$ cat src/rtl/input_accumulator_pkg.sv
// input_accumulator_pkg: shared default widths and window state encoding
package input_accumulator_pkg;
  localparam int DEF_DATA_W = 8;
  localparam int DEF_SUM_W  = 28;
  localparam int DEF_CNT_W  = 20;
  typedef enum logic [1:0] {IDLE, ACCUM, SAT} acc_state_t;
endpackage

$ cat src/rtl/input_accumulator.sv
// input_accumulator: windowed sample sum/count with double-buffered outputs for a divider
module input_accumulator
  import input_accumulator_pkg::*;
#(
  parameter int DATA_W = DEF_DATA_W,
  parameter int SUM_W  = DEF_SUM_W,
  parameter int CNT_W  = DEF_CNT_W
) (
  input  logic              clock,
  input  logic              reset,
  input  logic [DATA_W-1:0] DataIn,
  input  logic              ValidIn,
  input  logic              LastIn,
  input  logic              Abort,
  output logic [SUM_W-1:0]  SumOut,
  output logic [CNT_W-1:0]  CountOut,
  output logic              StartOut,
  output logic              Overflow
);
  localparam logic [CNT_W-1:0] CNT_MAX = '1;
  acc_state_t state, state_nx;
  logic [SUM_W-1:0] sum, sum_nx, sum_inc;
  logic [CNT_W-1:0] cnt, cnt_nx, cnt_inc;
  logic flag, flag_nx, take, close, sat;
  assign take    = ValidIn && !Abort;
  assign close   = take && LastIn;
  assign sat     = state == SAT;
  assign sum_inc = sum + SUM_W'(DataIn);
  assign cnt_inc = cnt + 1'b1;
  always_comb begin
    state_nx = state;
    sum_nx   = sum;
    cnt_nx   = cnt;
    flag_nx  = flag;
    if (Abort || close) begin
      state_nx = IDLE;
      sum_nx   = '0;
      cnt_nx   = '0;
      flag_nx  = 1'b0;
    end else if (take && sat) begin
      flag_nx  = 1'b1;
    end else if (take) begin
      sum_nx   = sum_inc;
      cnt_nx   = cnt_inc;
      state_nx = (cnt_inc == CNT_MAX) ? SAT : ACCUM;
    end
  end
  always_ff @(posedge clock) begin
    if (reset) begin
      state <= IDLE;
      sum   <= '0;
      cnt   <= '0;
      flag  <= 1'b0;
    end else begin
      state <= state_nx;
      sum   <= sum_nx;
      cnt   <= cnt_nx;
      flag  <= flag_nx;
    end
  end
  // A closing sample in SAT is dropped, so the emitted totals skip it
  always_ff @(posedge clock) begin
    if (reset) begin
      SumOut   <= '0;
      CountOut <= '0;
      StartOut <= 1'b0;
      Overflow <= 1'b0;
    end else begin
      StartOut <= close;
      if (close) begin
        SumOut   <= sat ? sum : sum_inc;
        CountOut <= sat ? cnt : cnt_inc;
        Overflow <= sat || flag;
      end
    end
  end
endmodule
$ cat config.mk
export PLATFORM = sky130hd
export DESIGN_NAME = input_accumulator
export DESIGN_NICKNAME = d
export VERILOG_FILES = /design/src/rtl/input_accumulator_pkg.sv /design/src/rtl/input_accumulator.sv
export SDC_FILE = /design/constraint.sdc
export NUM_CORES = 1
export LEC_CHECK = 0
export CAP_MARGIN = 20
export CORE_MARGIN = 1
export CORE_UTILIZATION = 61
export CTS_CLUSTER_DIAMETER = 120
export DETAILED_ROUTE_END_ITERATION = 8
export GPL_ROUTABILITY_DRIVEN = 1
export PLACE_DENSITY = 0.83
export SYNTH_ARGS = -nofsm -noshare
export SYNTH_HDL_FRONTEND = slang
export SYNTH_SLANG_ARGS = --single-unit
$ cat constraint.sdc
create_clock -name clock -period 7.8 [get_ports clock]
set_clock_uncertainty 0.2 [all_clocks]
set_input_delay 1.56 -clock clock [delete_from_list [all_inputs] [get_ports clock]]
set_output_delay 1.56 -clock clock [all_outputs]
set_load 0.01 [all_outputs]
==> run summary <==
The nature of the critical path endpoint is a flip-flop. The worst endpoint required time came out at around 8 ns. Buffers added to address setup during post-CTS repair amount to 0. The routability-driven placement congestion ratio came out at about 0.85. The total area inside the core boundary comes to between 8000 and 9000 sq um.

The destination of the worst register-to-register timing path is SumOut[22]$_SDFFE_PP0P_. The global-route wire length before repair came out at around 22000 microns. By startpoint and endpoint, the worst setup path is classified as primary input to flip-flop. Setup violations remaining at the end of the flow were counted as 0.

The synthesized design contains between 100 and 150 register bits. The number of antenna-violating nets in the routed design came out at 0. The post-route netlist has 5.036% of its cells at a drive strength greater than 1.

Before antenna repair, the detailed router went through 4 iterations. Setup repair after global routing left no endpoint under its margin. The worst register-to-register path has a depth of 9. The critical path launch point type is a primary input. The number of antenna violations at the first check in global routing was 0.

IR analysis of the VDD net gives a maximum drop of ~0.0001 V. After synthesis, the mean cell area works out to between 8 and 9 sq um. The arrival time at the worst endpoint came out at about 4.7 ns.

The number of flops mapped to enable cells by yosys is 0. In this run the critical register-to-register path is launched from sum[0]$_SDFFE_PP0P_. The total negative slack for setup checks came out at 0 ns.

The total die area came out at roughly 9300 sq um. Among all flip-flop cells after synthesis, the most frequent one is dfxtp_1. Max-cap violations in this run came to 0. The overall power consumption is 0.9441 mW.

After synthesis, the most frequently instantiated cells are 105 x nor2_1, 101 x dfxtp_1, 58 x nand2_1. The maximum number of pins on one net before global-route repair came out at 89. The number of hold-slack violations in the final timing report is 0. The effective utilization at floorplan came out at 63.00%.

The count of inserted antenna diode cells came out at 0. The routed via count divided by cell count is ~6.2. The number of gates on the worst path with buffers counted is 10. The gate count after technology mapping is between 600 and 700. Setup slack on the critical path of the routed design comes to 3.236 ns. The number of buffers added by the clock tree synthesis step came out at 9. The net count after synthesis is about 700.

The hold buffer count at CTS is 0. The total congestion overflow came out at 0. The run finished with clean final reports. The vertical die dimension came out at 96.68 microns.

TritonCTS built the clock tree. The number of slew-limit violations in the final report came out at 0. The clock transition at the register clock pins on the worst setup and hold paths after CTS is roughly 0.10 ns. The number of remaining DRC errors is 0. The cell type group with the largest total delay on the critical path is compound AO/OA/AOI/OAI gates.

The slew at the pin closest to its max-slew limit is approximately 1.1 ns. The total buffers and inverters traversed by the critical path is 2. After synthesis, the cell types taking the most area are dfxtp_1 37%, nor2_1 7.2%, xor2_1 5.6%.

At the end of the flow, the number of nets in the layout was 714. The sum of routed wire length over all layers is between 10000 and 15000 microns. The number of different library cells used by synthesis comes to 56.

The clock sink count is 101. The clock tree buffer depth came out at 2. Of all flip-flops after synthesis, the portion carrying an async set or reset was 0%. The worst max-slew margin expressed relative to the limit is 25.68%. Relative to the synthesized area, the layout overhead comes to 13.43%.

Summed over all instances, the cell type with the most area after synthesis is dfxtp_1. The wire-length estimate of the detail-placed layout is between 8000 and 9000 microns. For flop-to-flop paths, the worst setup slack is 4.49 ns. The most frequent cell after synthesis is nor2_1. The register area share after synthesis is between 30% and 40%. The detailed-route via count came out at 5003. The maximum single-stage delay on the critical path came out at between 0.8 and 0.9 ns. From left edge to right edge, the die measures about 97 microns. The critical path starts at DataIn[0].

The violation count after the first detailed-routing iteration is 310. The maximum clock rate is 0.2191 GHz. The insertion delay of the later-clocked pin in the worst-skew pair came out at roughly 0.38 ns. The worst-path maximum fanout is 11. The yosys synthesis warning count came out at 0.

Traced cell by cell, the critical path runs through clkdlybuf4s50_1, ha_1, inv_1, fa_1, nor2b_1, o21a_1, o21ai_1, a21boi_1, and4_1, nor4_1. The number of global-route vias before repair came to between 4000 and 5000. The number of standard-cell rows in the floorplan is 34. The areal power density over the cells came out at around 150 nW/um^2. The slowest stage of the critical path belongs to the cell o21ai_1. During placement, the flow inserted port buffers numbering between 60 and 70. The root buffer cell chosen for the clock tree is clkbuf_8. In this run the worst setup path terminates at SumOut[22]$_SDFFE_PP0P_.

The number of H-tree branching levels is 3. The setup slack at placement came out at about 2.9 ns. The total non-filler cell area in the finished layout is about 6200 sq um. The synthesized netlist occupies a cell area of between 5000 and 6000 sq um. The final clock period utilization by the worst path came out at between 50% and 60%.

The boundary pin count is 63. The path class of the tightest hold or removal check is flip-flop to flip-flop. The analysis attributes to cell leakage a power of around 2 nW. Subtracting the final worst setup slack from the clock period gives 4.564 ns. The global router's overall resource usage came out at between 20% and 30%. Summed over its instances, the top area cell type makes up 36.98% of the synthesized netlist area.

The standard cell area after detailed placement is a little over 6000 sq um. The wire length per cell after detailed routing came out at approximately 16 microns. Post-CTS repair changed the size of 0 cells.
[where the power goes]
| part | switching (mW) | total [mW] | internal (mW) |
|---|---|---|---|
| Clock | 0.189 | 0.308 | 0.119 |
| Combinational | 0.0539 | 0.0988 | 0.0450 |
| Sequential | 0.00787 | 0.537 | 0.529 |
| Total | 0.251 | 0.944 | 0.693 |
[metrics by stage]
step                util (%)  hold WS, ns  cells
finish                 71.47       0.2593    803
global route           71.47       0.2985    803
CTS                    71.47       0.2618    803
detailed placement     69.52       0.2473    787
global placement       69.52       0.2382    787
floorplan                  -       0.2382    668
[cell type report]
cell class / instances / area [sq um]
Multi-Input combinational cell: 499 / 3171
Fill cell: 724 / 2476
Sequential cell: 101 / 2022
Timing Repair Buffer: 69 / 668.1
Clock buffer: 12 / 135.1
Tap cell: 108 / 135.1
Inverter: 10 / 37.54
Clock inverter: 4 / 33.78
[worst min path at each step]
stage / start / end / slack [ns] / cells past startpoint
after floorplan: flag$_SDFFE_PP0P_ / flag$_SDFFE_PP0P_ / 0.24 / 2
after global placement: SumOut[1]$_SDFFE_PP0P_ / SumOut[1]$_SDFFE_PP0P_ / 0.24 / 2
after detailed placement: CountOut[1]$_SDFFE_PP0P_ / CountOut[1]$_SDFFE_PP0P_ / 0.25 / 2
after CTS: CountOut[1]$_SDFFE_PP0P_ / CountOut[1]$_SDFFE_PP0P_ / 0.26 / 2
after global routing: CountOut[1]$_SDFFE_PP0P_ / CountOut[1]$_SDFFE_PP0P_ / 0.30 / 2
final: CountOut[1]$_SDFFE_PP0P_ / CountOut[1]$_SDFFE_PP0P_ / 0.26 / 2
[worst reg2reg max path, delay by kind of cell, from the launching register on]
family          cells  cell delay [ns]
fa+ha+maj           2             0.40
flops               1             0.35
buf+inv             1             0.07
simple gates        3             0.65
compound gates      3             1.56
[sequential cells by signal, summed over array words and instances (netlist names)]
| register | flops |
|---|---|
| sum | 28 |
| flag | 1 |
| SumOut | 28 |
| Overflow | 1 |
| CountOut | 20 |
| state | 2 |
| StartOut | 1 |
| cnt | 20 |
[cells in the final DEF (no fill, tap or decap), drive strengths merged, types with 11 or more instances in the layout]
master and instances:
clkdlybuf4s50 61, or3 18, a311oi 18, nand3 26
nand4 14, a211oi 31, nor4 11, a21oi 25
o21ai 20, nor2 105, nor3 11, inv 11
clkbuf 12, and3 11, nand2 59, dfxtp 101
xor2 35, xnor2 28
[metal layers]
| layer | vias up | track usage (%) | wire, microns |
|---|---|---|---|
| met4 | 0 | 8.037 | 170 |
| met1 | 2384 | 38.37 | 5929 |
| met2 | 169 | 46.42 | 6258 |
| met3 | 15 | 3.974 | 704 |
| met5 | - | 0 | 0 |
| li1 | 2435 | - | - |
[logic make-up after synthesis]
group	after synthesis	synth area share [%]
XOR/XNOR	63	10.09
AND/OR/NAND/NOR	287	26.13
buffers and inverters	68	5.171
AO/OA/AOI/OAI	138	18.97
adder cells (fa/ha/maj)	11	2.654
flip-flops	101	36.98
No activity file was read; power rests on OpenSTA's default activity.
